===== src/rtl/hdmi_ctrl_pkg.sv =====
// Shared definitions for the HDMI stream sequencer: state encoding and default timing.
package hdmi_ctrl_pkg;

  typedef enum logic [2:0] {
    ST_IDLE      = 3'd0,
    ST_WAIT_LOCK = 3'd1,
    ST_SETTLE    = 3'd2,
    ST_ALIGN     = 3'd3,
    ST_RUN       = 3'd4,
    ST_DRAIN     = 3'd5,
    ST_FAULT     = 3'd6,
    ST_UNUSED    = 3'd7
  } state_t;

  localparam int unsigned SETTLE_CYCLES_DEF  = 1024;
  localparam int unsigned TIMEOUT_CYCLES_DEF = 1048576;
  localparam int unsigned CNT_W_DEF          = 21;

  function automatic logic is_streaming(input state_t s);
    return (s == ST_RUN) || (s == ST_DRAIN);
  endfunction

endpackage


===== src/rtl/hdmi_stream_ctrl_sync_2ff.sv =====
// 1-bit two-flop synchroniser with asynchronous active-high reset.
module sync_2ff (
  input  logic clk,
  input  logic rst,
  input  logic d,
  output logic q
);

  logic meta;

  always_ff @(posedge clk or posedge rst) begin
    if (rst) begin
      meta <= 1'b0;
      q    <= 1'b0;
    end else begin
      meta <= d;
      q    <= meta;
    end
  end

endmodule


===== src/rtl/hdmi_stream_ctrl.sv =====
// Frame-aligned HDMI stream sequencer: lock/settle, frame-boundary start/stop, source select.
// Optional lock timeout into FAULT is enabled by defining HDMI_LOCK_TIMEOUT_EN.
module hdmi_stream_ctrl
  import hdmi_ctrl_pkg::*;
#(
  parameter int unsigned SETTLE_CYCLES  = SETTLE_CYCLES_DEF,
  parameter int unsigned TIMEOUT_CYCLES = TIMEOUT_CYCLES_DEF,
  parameter int unsigned CNT_W          = CNT_W_DEF
) (
  input  logic       clock_pixel,
  input  logic       reset,
  input  logic       iEnable,
  input  logic       iLocked,
  input  logic       iSrcSel,
  input  logic       iFrameEnd,
  output logic       oHdmiStart,
  output logic       oSrcSel,
  output logic [2:0] oState,
  output logic       oBusy,
  output logic       oError
);

  localparam int unsigned CNT_SPAN = (TIMEOUT_CYCLES > SETTLE_CYCLES) ? TIMEOUT_CYCLES : SETTLE_CYCLES;
  localparam logic [CNT_W-1:0] CNT_MAX     = CNT_W'(CNT_SPAN - 1);
  localparam logic [CNT_W-1:0] SETTLE_LAST = CNT_W'(SETTLE_CYCLES - 1);
`ifdef HDMI_LOCK_TIMEOUT_EN
  localparam logic [CNT_W-1:0] TIMEOUT_LAST = CNT_W'(TIMEOUT_CYCLES - 1);
`endif

  state_t           state, state_nxt;
  logic [CNT_W-1:0] cnt, cnt_nxt, cnt_inc;
  logic             err_nxt, src_nxt, lock_s;

  sync_2ff u_lock_sync (
    .clk (clock_pixel),
    .rst (reset),
    .d   (iLocked),
    .q   (lock_s)
  );

  assign cnt_inc = (cnt >= CNT_MAX) ? cnt : cnt + CNT_W'(1);
  assign oState  = state;

  // Lock loss is tested first in every active state so it dominates enable and frame events.
  always_comb begin
    state_nxt = state;
    cnt_nxt   = cnt;
    err_nxt   = oError;
    src_nxt   = oSrcSel;
    case (state)
      ST_IDLE: begin
        if (iEnable) begin
          state_nxt = ST_WAIT_LOCK;
          cnt_nxt   = '0;
          err_nxt   = 1'b0;
        end
      end
      ST_WAIT_LOCK: begin
        if (!iEnable) begin
          state_nxt = ST_IDLE;
        end else if (lock_s) begin
          state_nxt = ST_SETTLE;
          cnt_nxt   = '0;
        end
`ifdef HDMI_LOCK_TIMEOUT_EN
        else if (cnt == TIMEOUT_LAST) begin
          state_nxt = ST_FAULT;
          err_nxt   = 1'b1;
        end else begin
          cnt_nxt = cnt_inc;
        end
`endif
      end
      ST_SETTLE: begin
        if (!lock_s) begin
          state_nxt = ST_WAIT_LOCK;
          cnt_nxt   = '0;
        end else if (!iEnable) begin
          state_nxt = ST_IDLE;
        end else if (cnt == SETTLE_LAST) begin
          state_nxt = ST_ALIGN;
        end else begin
          cnt_nxt = cnt_inc;
        end
      end
      ST_ALIGN: begin
        if (!lock_s) begin
          state_nxt = ST_WAIT_LOCK;
          cnt_nxt   = '0;
        end else if (!iEnable) begin
          state_nxt = ST_IDLE;
        end else if (iFrameEnd) begin
          state_nxt = ST_RUN;
          src_nxt   = iSrcSel;
        end
      end
      ST_RUN: begin
        if (!lock_s) begin
          state_nxt = ST_WAIT_LOCK;
          cnt_nxt   = '0;
          err_nxt   = 1'b1;
        end else begin
          if (iFrameEnd) src_nxt = iSrcSel;
          if (!iEnable) state_nxt = iFrameEnd ? ST_IDLE : ST_DRAIN;
        end
      end
      ST_DRAIN: begin
        if (!lock_s) begin
          state_nxt = ST_IDLE;
          err_nxt   = 1'b1;
        end else if (iEnable) begin
          state_nxt = ST_RUN;
          if (iFrameEnd) src_nxt = iSrcSel;
        end else if (iFrameEnd) begin
          state_nxt = ST_IDLE;
        end
      end
`ifdef HDMI_LOCK_TIMEOUT_EN
      ST_FAULT: begin
        err_nxt = 1'b1;
        if (!iEnable) state_nxt = ST_IDLE;
      end
`endif
      default: state_nxt = ST_IDLE;
    endcase
  end

  always_ff @(posedge clock_pixel or posedge reset) begin
    if (reset) begin
      state      <= ST_IDLE;
      cnt        <= '0;
      oError     <= 1'b0;
      oSrcSel    <= 1'b0;
      oHdmiStart <= 1'b0;
      oBusy      <= 1'b0;
    end else begin
      state      <= state_nxt;
      cnt        <= cnt_nxt;
      oError     <= err_nxt;
      oSrcSel    <= src_nxt;
      oHdmiStart <= is_streaming(state_nxt);
      oBusy      <= (state_nxt != ST_IDLE) && (state_nxt != ST_FAULT);
    end
  end

endmodule


===== config.mk =====
export PLATFORM = sky130hd
export DESIGN_NAME = hdmi_stream_ctrl
export DESIGN_NICKNAME = d
export VERILOG_FILES = /design/src/rtl/hdmi_ctrl_pkg.sv /design/src/rtl/hdmi_stream_ctrl_sync_2ff.sv /design/src/rtl/hdmi_stream_ctrl.sv
export SDC_FILE = /design/constraint.sdc
export NUM_CORES = 1
export LEC_CHECK = 0
export BUFFER_PORTS_ARGS = -buffer_cell sky130_fd_sc_hd__clkbuf_2
export CORE_UTILIZATION = 55
export DETAILED_ROUTE_END_ITERATION = 10
export PLACE_DENSITY = 0.74
export SLEW_MARGIN = 20
export SYNTH_ARGS = -nofsm -noshare
export SYNTH_HDL_FRONTEND = slang
export SYNTH_SLANG_ARGS = --single-unit

===== constraint.sdc =====
create_clock -name clock_pixel -period 2.3 [get_ports clock_pixel]
set_clock_uncertainty 0.05 [all_clocks]
set_input_delay 0.345 -clock clock_pixel [delete_from_list [all_inputs] [get_ports clock_pixel]]
set_output_delay 0.345 -clock clock_pixel [all_outputs]
set_load 0.01 [all_outputs]

# After elaboration in Yosys (flattened, before gate mapping)
# Index checks and enable logic that the tools add are counted.
[word_totals]
mem_bits_ro = 0
ram_bits = 0
latch_bits = 0
reg_bits = 30
n_memories = 0
output_inout_bits = 7
[op_classes]
div = 0
magnitude_cmp = 1
mux = 33
n_mul = 0
reduce_logical = 13
add_sub_neg = 1
n_bitwise = 0
n_eq_ne = 20
shifts = 0
[ops]
columns = ["op", "count"]
rows = [
  ["$mux W21", 8],
  ["$pmux W21 S4", 1],
  ["$mux W3", 15],
  ["$add A21 B1 Y21 const B", 1],
  ["$eq A21 B10 Y1 const B", 1],
  ["$ge A21 B20 Y1 const B", 1],
  ["$pmux W3 S6", 1],
  ["$eq A3 B3 Y1 const B", 4],
  ["$ne A3 B3 Y1 const B", 4],
  ["$ne A2 B1 Y1 const B", 4],
  ["$ne A2 B2 Y1 const B", 4],
  ["$reduce_and A8 Y1", 1],
  ["$eq A3 B2 Y1 const B", 2],
  ["$mux W1", 6],
  ["$reduce_or A2 Y1", 3],
  ["$pmux W1 S2", 2],
  ["$reduce_and A4 Y1", 1],
  ["$reduce_bool A2 Y1", 2],
  ["$reduce_bool A4 Y1", 1],
  ["$eq A3 B1 Y1 const B", 1],
  ["$logic_not A3 Y1", 1],
  ["$reduce_and A3 Y1", 1],
  ["$reduce_bool A3 Y1", 1],
  ["$logic_and A1 B1 Y1", 1],
  ["$logic_or A1 B1 Y1", 1],
]

# Longest topological paths before layout
# Gate-level depths: netlist (run 1).
[depth]
word_depth = 7
mapped_depth = 7

# Cells and area by module
# From an unflattened synthesis (run 1), not the netlist that was laid out.
[hier_totals]
hier_cells = 182
hier_area_um2 = 1676.6
[by_module_without_submodules]
columns = ["mod", "seq_area_each_um2", "cells_each", "n_inst", "area_per_inst_um2"]
rows = [
  ["hdmi_stream_ctrl", 700.7, 179, 1, 1622.8],
  ["sync_2ff", 50.0, 3, 1, 53.8],
]

# Worst setup path after synthesis (run 1)
# No wires, ideal clock.
[synth_timing]
kind = "register -> register"
from = "register cnt[1]"
to = "register cnt[16]"
synth_period_minus_slack_ps = 2069
setup_ps = 77
arrival_ps = 1941
path_slack_ps = 231
required_ps = 2173
path_stages_with_launch = 7
path_cell_list = "dfrtp_1 ha_1 and4_4 nand4_2 or4_4 or3_1 a21oi_1"
[synth_via]
elab_chain_len = 6
elab_cells_between_ends = 11
classes_between = "1 x add/sub; 1 x order compare; 3 x eq/ne; 5 x mux; 1 x reduce/logical"
[synth_lines]
columns = ["element", "line", "source"]
rows = [
  ["start: declaration", "hdmi_stream_ctrl.sv:31", "logic [CNT_W-1:0] cnt, cnt_nxt, cnt_inc;"],
  ["start signal: assignment", "hdmi_stream_ctrl.sv:138", "cnt <= cnt_nxt;"],
  ["$add A21 B1 Y21", "hdmi_stream_ctrl.sv:41", "assign cnt_inc = (cnt >= CNT_MAX) ? cnt : cnt + CNT_W'(1);"],
  ["$mux W21", "hdmi_stream_ctrl.sv:41", ""],
  ["$mux W21", "hdmi_stream_ctrl.sv:80", "end else if (cnt == SETTLE_LAST) begin"],
  ["$mux W21", "hdmi_stream_ctrl.sv:78", "end else if (!iEnable) begin"],
  ["$mux W21", "hdmi_stream_ctrl.sv:75", "if (!lock_s) begin"],
  ["$pmux W21 S4", "hdmi_stream_ctrl.sv:50", "case (state)"],
]
# Several ways; a longest one is shown, not always the timed one. The select of a mux whose other input is x is not followed.
# A chain may end at the register's enable or synchronous reset.

# Final worst setup path (run 1)
[layout_timing]
from = "register cnt[0]"
to = "register cnt[16]"
# The elaborated chain is that of the path after synthesis.

==> results of run 1 <==
synth_stat cells, types with 2 or more instances:
cell type / count / area share (%)
a21boi_0: 2 / 0.85
a311o_1: 2 / 1.1
nand3_1: 9 / 2.6
nor4_1: 4 / 1.4
nand4_1: 6 / 2.1
nor2b_1: 3 / 1.1
o21ai_0: 5 / 1.4
and4_1: 3 / 1.5
a21oi_1: 16 / 4.5
xnor2_1: 2 / 0.99
nor2_1: 18 / 3.8
or4_1: 6 / 2.6
dfrtp_1: 30 / 43
mux2i_1: 3 / 1.7
nand2b_1: 4 / 1.4
and4_4: 3 / 1.9
nor3_1: 4 / 1.1
nand2_1: 15 / 3.2
clkbuf_1: 3 / 0.64
or3_1: 6 / 2.1
o31ai_1: 6 / 2.6
inv_1: 8 / 1.7
and2_1: 2 / 0.71
buf_2: 4 / 1.1
o21bai_1: 2 / 0.85
and3_1: 5 / 1.8
sequential cells by signal, summed over array words and instances (netlist names):
signal,flops
cnt,21
oState,3
oBusy,1
oError,1
oHdmiStart,1
oSrcSel,1
u_lock_sync.meta,1
u_lock_sync.q,1
how the worst min path moves through the flow:
stage / startpoint / endpoint / slack, ns / depth (start not counted)
2_1_floorplan: u_lock_sync.meta / u_lock_sync.q / 0.28 / 0
6_report: reset / cnt[9] / 0.01 / 3
5_1_grt: iLocked / u_lock_sync.meta / 0.05 / 1
3_3_place_gp: u_lock_sync.meta / u_lock_sync.q / 0.29 / 0
3_5_place_dp: u_lock_sync.meta / u_lock_sync.q / 0.29 / 0
4_1_cts: reset / cnt[11] / 0.03 / 3
logic make-up after synthesis:
family | after synthesis | synth area share (%)
buf+inv | 18 | 4.76
simple gates | 96 | 31.5
flops | 30 | 42.6
xor+xnor | 3 | 1.49
mux | 4 | 2.34
fa+ha+maj | 1 | 0.710
compound gates | 44 | 16.5
layer usage:
layer	GRT usage, %	vias to the layer above	share of wire, %
li1	-	758	-
met1	33.0	754	46
met2	38.9	30	48
met3	5.27	10	3.8
met4	11.6	0	2.3
met5	0	-	0
cell type report:
cell class                 instances  share of cell area, %
tap                               44                   2.80
timing repair buffer              18                   5.34
multi-input combinational        148                   48.2
inverter                           9                   1.72
sequential                        30                   38.2
clock buffer                       7                   2.29
clock inverter                     1                   1.53
per-stage QoR:
stage / worst slack (ns) / hold slack [ns]
floorplan: 0.231 / 0.281
global placement: 0.120 / 0.285
detailed placement: 0.0543 / 0.290
CTS: 0.0407 / 0.0259
global route: 0.0241 / 0.0536
finish: 0.139 / 0.0117
where the power goes:
group | total, mW | leakage (nW) | internal (mW) | switching (mW)
registers | 0.561 | 0.408 | 0.545 | 0.0161
logic | 0.151 | 0.406 | 0.0556 | 0.0953
clock network | 0.405 | 0.0395 | 0.230 | 0.175
total | 1.12 | 0.853 | 0.831 | 0.286
repair_timing:
item | 4_1_cts | 5_1_grt
hold endpoints to repair | 0 | 0
buffers inserted | 0 | 2
endpoints found under the setup margin | 0 | 9
resized for setup | 0 | 4
worst max-delay path, cell delays in order, from the launching register on:
cell and delay [ns]:
dfrtp_1 0.44, ha_4 0.17, and4_4 0.25, nand4_2 0.14, or4_4 0.57, or3_1 0.32
a21oi_1 0.15
==> impl_metrics.tcl, run 1 <==
set metrics [dict create \
    insertion_delay_ns 0.32 \
    rr_worst_depth 6 \
    via_per_inst 6.04 \
    antenna_found_initial 0 \
    antenna_cells 0 \
    die_w_um 58.6 \
    crit_path_end "cnt[16]" \
    period_needed_ns 2.16 \
    fin_area_mm2 0.00197 \
    synth-async-reset-ratio_pct 100 \
    num_vias 1552 \
    cts_tree "done" \
    n_fill_cell 273 \
    holdBufCountCts 0 \
    netlist_instances 196 \
    core_area_mm2 0.00305 \
    post-route-drc-count 1 \
    multi_input_area_um2 947 \
    syn_area_per_cell_um2 8.99 \
    worst_slew_pin_slew_ns 0.646 \
    criticalPathCategory "reg2reg" \
    grt_setup_unrepaired "no" \
    dp_hpwl_um 2680 \
    worst_setup_path_start_kind "flop" \
    slew_headroom_pct 56.6 \
    final_core_util_pct 64.4 \
    drtIter0Drc 74 \
    final_nets 219 \
    rr_startpoint "cnt[0]" \
    ys_seq_elements 30 \
    drive_gt1_share_pct 16.4 \
    cts_sinks 30 \
    grt_overflow_total 0 \
    cp-end-kind "flop" \
    fp.dieArea_mm2 0.00343 \
    setup_tns_ns 0 \
    violations "design-rule violations" \
    power.density_mw_per_mm2 568 \
    max_freq_mhz 463 \
    routed_wl_um 3760 \
    setup_violations 0 \
    p_leak_nw 0.853 \
    seq_area_frac_synth_pct 42.6 \
    start_util_pct 57.7 \
    cts_root_buf "clkbuf_4" \
    r2r_end "cnt[16]" \
    critPathLaunch "cnt[0]" \
    dp.cells 247 \
    pin_count 13 \
    crit_required_ns 2.50 \
    ff_latch_area_um2 751 \
    routedWlPerCell_um 14.6 \
    finalMaxSlewViolations 0 \
    grt_pass1_wl_um 6440 \
    rows 20 \
    ir_drop_mv 0.354 \
    synth_nets 203 \
    cp.arrival_ns 2.36 \
    yosysWarnings 0 \
    min_path_type "in2async" \
    final_cell_mix "30 x dfrtp_1, 18 x nor2_1, 16 x a21oi_1" \
    grt_max_degree 31 \
    grt_usage_pct 24.8 \
    clkSlewWorstSetupHoldPaths_ns 0.09 \
    final_common_cell "dfrtp_1" \
    fin_crit_sh_pct 93.9 \
    gp_congestion 0.879 \
    worst-path-max-fanout 4 \
    syn_area_mm2 0.00176 \
    area_growth_pct 11.6 \
    cap_violations 0 \
    grt_pass1_vias 1459 \
    dr.pass1.iters 8 \
    antenna_left 0 \
    cts_buffer_depth 2 \
    h-tree-depth 2 \
    postPlaceCellArea_mm2 0.00186 \
    synth_edf_count 0 \
    power_mw 1.12 \
    port_buffers 12 \
    synth_cell_types 51 \
    final_cells 257 \
    hold_viol 0 \
    cts-buffers-inserted 5 \
    outcome "finished, violations left" \
    synthFlopType "dfrtp_1" \
    r2r_slack_ns 0.14 \
    die_h_um 58.6 \
]
Power figures use the tool's default switching activity.
==> run 2, diff against run 1 <==
- CELL_PAD_IN_SITES_DETAIL_PLACEMENT: not set -> 0
- CELL_PAD_IN_SITES_GLOBAL_PLACEMENT: not set -> 1
- CORE_ASPECT_RATIO: not set -> 1.25
- CORE_UTILIZATION: 55 -> 45
- PLACE_DENSITY: 0.74 -> not set
- PLACE_DENSITY_LB_ADDON: not set -> 0.1
==> run 2 against run 1 <==
Non-clock buffer count up 2. The run now ends clean. Final cell count down 0.78%. Die area is 21% higher. Sequential power up 0.7%. Worst setup slack got worse by 0.018 ns. Sequential share of layout area shrank 0.50 points. Register-to-register slack lost 0.02 ns. Power rose by 7.1%. Design area increased by 1.3%. Combinational power shrank 7%.
==> impl_metrics.tcl, run 2 (synthesized netlist as in run 1, its figures left out) <==
set metrics [dict create \
    outcome "complete, no violations" \
    holdBufCountCts 0 \
    cp-end-kind "flop" \
    rr_worst_depth 6 \
    dr.pass1.iters 4 \
    pin_count 13 \
    die_w_um 58.0 \
    combPwrFrac_pct 11.7 \
    dp_slack_ns 0.131 \
    start_util_pct 46.9 \
    finalMaxSlewViolations 0 \
    insertion_delay_ns 0.28 \
    routed_wl_um 3850 \
    n_fill_cell 366 \
    h-tree-depth 2 \
    die_h_um 72.0 \
    final_cell_mix "30 x dfrtp_1, 18 x nor2_1, 16 x a21oi_1" \
    largest_reg_flops 21 \
    dp.cells 247 \
    min_path_type "in2async" \
    grt_overflow_total 0 \
    critPathLaunch "cnt[1]" \
    criticalPathCategory "reg2reg" \
    p_leak_nw 0.881 \
    grt_max_degree 31 \
    cts_setup_buffers 0 \
    setup_violations 0 \
    clkSlewWorstSetupHoldPaths_ns 0.06 \
    cts_buffer_depth 2 \
    netSwitchingFraction_pct 24.8 \
    crit_chain "ha_1, and4_4, nand4_2, or4_4, or3_1, a21oi_1" \
    fin_hold_ws_ns 0.0620 \
    final_nets 221 \
    worst_setup_path_start_kind "flop" \
    gp_congestion 0.864 \
    hold_viol 0 \
    port_buffers 12 \
    core_area_mm2 0.00375 \
    final_cells 255 \
    cts_root_buf "clkbuf_8" \
    fin_crit_sh_pct 94.7 \
    fin_ws_ns 0.121 \
    grt_pass1_vias 1456 \
    drtIter0Drc 57 \
    power_mw 1.20 \
    cts-buffers-inserted 5 \
    grt_setup_unrepaired "no" \
    period_needed_ns 2.18 \
    cp_slowest_cell "or4_4" \
    fp.dieArea_mm2 0.00417 \
    via_per_inst 6.08 \
    cp.arrival_ns 2.33 \
    cts_tree "done" \
    grt_usage_pct 20.7 \
    area_growth_pct 13.1 \
    max_freq_mhz 459 \
    crit_required_ns 2.45 \
    grt_pass1_wl_um 6560 \
    power_switching_uw 296 \
    p_seq_share_pct 47.3 \
    max_stage_delay_ns 0.58 \
    worst-path-max-fanout 5 \
    rr_startpoint "cnt[1]" \
    power.density_mw_per_mm2 600 \
    dp_hpwl_um 2930 \
    setup_tns_ns 0 \
    drive_gt1_share_pct 17.2 \
    cap_violations 0 \
    ir_drop_mv 0.425 \
    routedWlPerCell_um 15.1 \
    post-route-drc-count 0 \
    rows 25 \
    clock_power_share_pct 41.0 \
    slew_headroom_pct 53.8 \
    top_register "cnt" \
    num_vias 1550 \
    worst_slew_pin_slew_ns 0.687 \
    antenna_left 0 \
    p_int_uw 899 \
    antenna_found_initial 0 \
    cts_sinks 30 \
    final_common_cell "dfrtp_1" \
    antenna_cells 0 \
]
## run 2: cell types whose count changed in the layout (fill, tap and decap cells not counted), moves of 2 or more
cell | previous run | this run
clkbuf_1 | 2 | 0
buf_4 | 6 | 8
clkbuf_8 | 0 | 8
clkbuf_4 | 5 | 0
## run 2: repair_timing
action	4_1_cts	5_1_grt
resized for setup	0	1
setup endpoints to repair	0	3
endpoints found under the hold margin	0	0
## run 2: worst paths after layout
kind	to	slack [ns]
setup / recovery	cnt[16]	0.12
hold / removal	cnt[17]	0.06
setup reg to reg	cnt[16]	0.12
hold reg to reg	u_lock_sync.q	0.32
max in group asynchronous	oState[2]	1.85
min in group clock_pixel	u_lock_sync.meta	0.13
## run 2: power by group through the flow
stage,clock [mW],combinational (mW),sequential (mW)
6_report,0.490,0.140,0.565
5_1_grt,0.529,0.158,0.569
4_1_cts,0.507,0.143,0.565
3_5_place_dp,0,0.142,0.575
3_3_place_gp,0,0.140,0.574
2_1_floorplan,0,0.0946,0.572
## run 2: area by class of cell
type,instances,area (um^2),area share (%)
Clock buffer,8,110,5.52
Timing Repair Buffer,20,120,6.03
Tap cell,40,50.0,2.51
Sequential cell,30,751,37.7
Inverter,9,33.8,1.69
Multi-Input combinational cell,148,928,46.6
## run 2: layer usage
metal,up-vias,wire (um),global-route usage (%)
met4,0,59,8.73
met3,7,105,3.74
met2,30,1930,35.6
met5,-,0,0
met1,752,1750,25.4
li1,761,-,-
## run 2: critical path: cells and delay by family, from the launching register on
| kind | cells | cell delay (ns) |
|---|---|---|
| and+or+nand+nor | 4 | 1.30 |
| DFF | 1 | 0.40 |
| adders and majority gates | 1 | 0.19 |
| AOI/OAI and AO/OA | 1 | 0.15 |
## run 2: stage by stage
stage / area (um^2) / utilization [%]
floorplan: 1760 / -
global placement: 1880 / 50.1
detailed placement: 1880 / 50.1
CTS: 1990 / 53.1
global route: 1990 / 53.1
finish: 1990 / 53.1
==> run 3, diff against run 2 <==
- CORE_ASPECT_RATIO: 1.25 -> 2
- SLEW_MARGIN: 20 -> not set
==> run 3 against run 2 <==
Utilization up 1.6 points. Final cell count rose by 5.5%. Die area rose by 0.32%. Critical path type unchanged. Sequential power fell by 0.7%. Global-route usage grew 3.3 points.
==> impl_metrics.tcl, run 3 (synthesized netlist as in run 1, its figures left out) <==
set metrics [dict create \
    dp_hpwl_um 3290 \
    antenna_left 0 \
    finalMaxSlewViolations 0 \
    r2r_slack_ns 0.12 \
    h-tree-depth 2 \
    insertion_delay_ns 0.28 \
    n_fill_cell 353 \
    rr_startpoint "cnt[0]" \
    outcome "complete, no violations" \
    cp-end-kind "flop" \
    num_vias 1594 \
    worst_slew_pin_slew_ns 0.576 \
    period_needed_ns 2.18 \
    antenna_found_initial 0 \
    via_per_inst 5.93 \
    fin_ws_ns 0.121 \
    grt_pass1_vias 1620 \
    cts_root_buf "clkbuf_8" \
    ff_latch_area_um2 751 \
    core_area_mm2 0.00368 \
    pin_count 13 \
    final_cell_mix "30 x dfrtp_1, 18 x nor2_1, 16 x a21oi_1" \
    area_growth_pct 14.4 \
    ir_drop_mv 0.391 \
    setup_violations 0 \
    cts-buffers-inserted 5 \
    grt_pass1_wl_um 7400 \
    final_core_util_pct 54.7 \
    routed_wl_um 4240 \
    min_path_type "in2async" \
    drive_gt1_share_pct 18.2 \
    setup_tns_ns 0 \
    cap_violations 0 \
    worst-path-max-fanout 15 \
    cts_buffer_depth 2 \
    grt_max_degree 31 \
    grt_usage_pct 24.0 \
    clkSlewWorstSetupHoldPaths_ns 0.06 \
    post-route-drc-count 0 \
    crit_required_ns 2.44 \
    worst_setup_path_start_kind "flop" \
    hold_viol 0 \
    cp.arrival_ns 2.32 \
    p_leak_nw 0.892 \
    largest_reg_flops 21 \
    criticalPathCategory "reg2reg" \
    drtIter0Drc 25 \
    dp_slack_ns 0.113 \
    final_common_cell "dfrtp_1" \
    fp.dieArea_mm2 0.00418 \
    cts_sinks 30 \
    start_util_pct 47.8 \
    rows 31 \
    slew_headroom_pct 61.6 \
    grt_overflow_total 0 \
    fin_crit_sh_pct 94.7 \
    antenna_cells 0 \
    dr.pass1.iters 4 \
    routedWlPerCell_um 15.8 \
    max_freq_mhz 459 \
    die_w_um 46.2 \
    gp_congestion 0.852 \
    final_nets 227 \
    die_h_um 90.5 \
    rr_worst_depth 6 \
    port_buffers 12 \
    multi_input_area_um2 928 \
    r2r_end "cnt[6]" \
    top_register "cnt" \
    cts_tree "done" \
    grt_setup_unrepaired "no" \
    power.density_mw_per_mm2 552 \
]
run 3: layer usage:
metal	track usage, %	up-vias	wire length [um]
li1	-	777	-
met1	25.6	776	1530
met2	42.6	29	2460
met3	3.60	12	89
met4	11.0	0	157
met5	0	-	0
run 3: repair_timing:
item,CTS,global route
setup buffers,0,1
resized for setup,0,1
hold buffers,0,0
setup endpoints to repair,0,5
run 3: worst max-delay path by stage:
stage	startpoint	end	slack, ns
detailed placement	cnt[0]	cnt[6]	0.11
CTS	cnt[1]	cnt[6]	0.09
finish	cnt[0]	cnt[6]	0.12
global route	cnt[0]	cnt[12]	0.003
global placement	cnt[0]	cnt[4]	0.17
floorplan	cnt[1]	cnt[16]	0.23
run 3: layout make-up:
class	count	area share, %
clock buffers	7	3.79
inverters	9	1.68
well taps	49	3.04
flip-flops and latches	30	37.2
repair buffers	26	8.19
multi-input cells	148	46.1
run 3: power breakdown:
| part | switching (mW) | internal (mW) | leakage, nW |
|---|---|---|---|
| sequential | 0.0153 | 0.546 | 0.408 |
| combinational | 0.0967 | 0.0591 | 0.446 |
| clock | 0.187 | 0.208 | 0.0383 |
| total | 0.299 | 0.813 | 0.892 |
run 3: critical path: stages, from the launching register on:
cell and delay (ns):
dfrtp_1 0.41, ha_1 0.22, and4_4 0.20, and4_1 0.24, a21o_2 0.29, or4_1 0.52, a21oi_1 0.16
run 3: per-stage QoR:
stage / total power, mW / std cells / hold WS [ns] / instance area (um^2)
global placement: 0.722 / 261 / 0.291 / 1930
finish: 1.11 / 269 / 0.0765 / 2020
CTS: 1.12 / 268 / 0.0894 / 2010
floorplan: 0.667 / 196 / 0.281 / 1760
detailed placement: 0.727 / 261 / 0.298 / 1930
global route: 1.16 / 269 / 0.115 / 2020
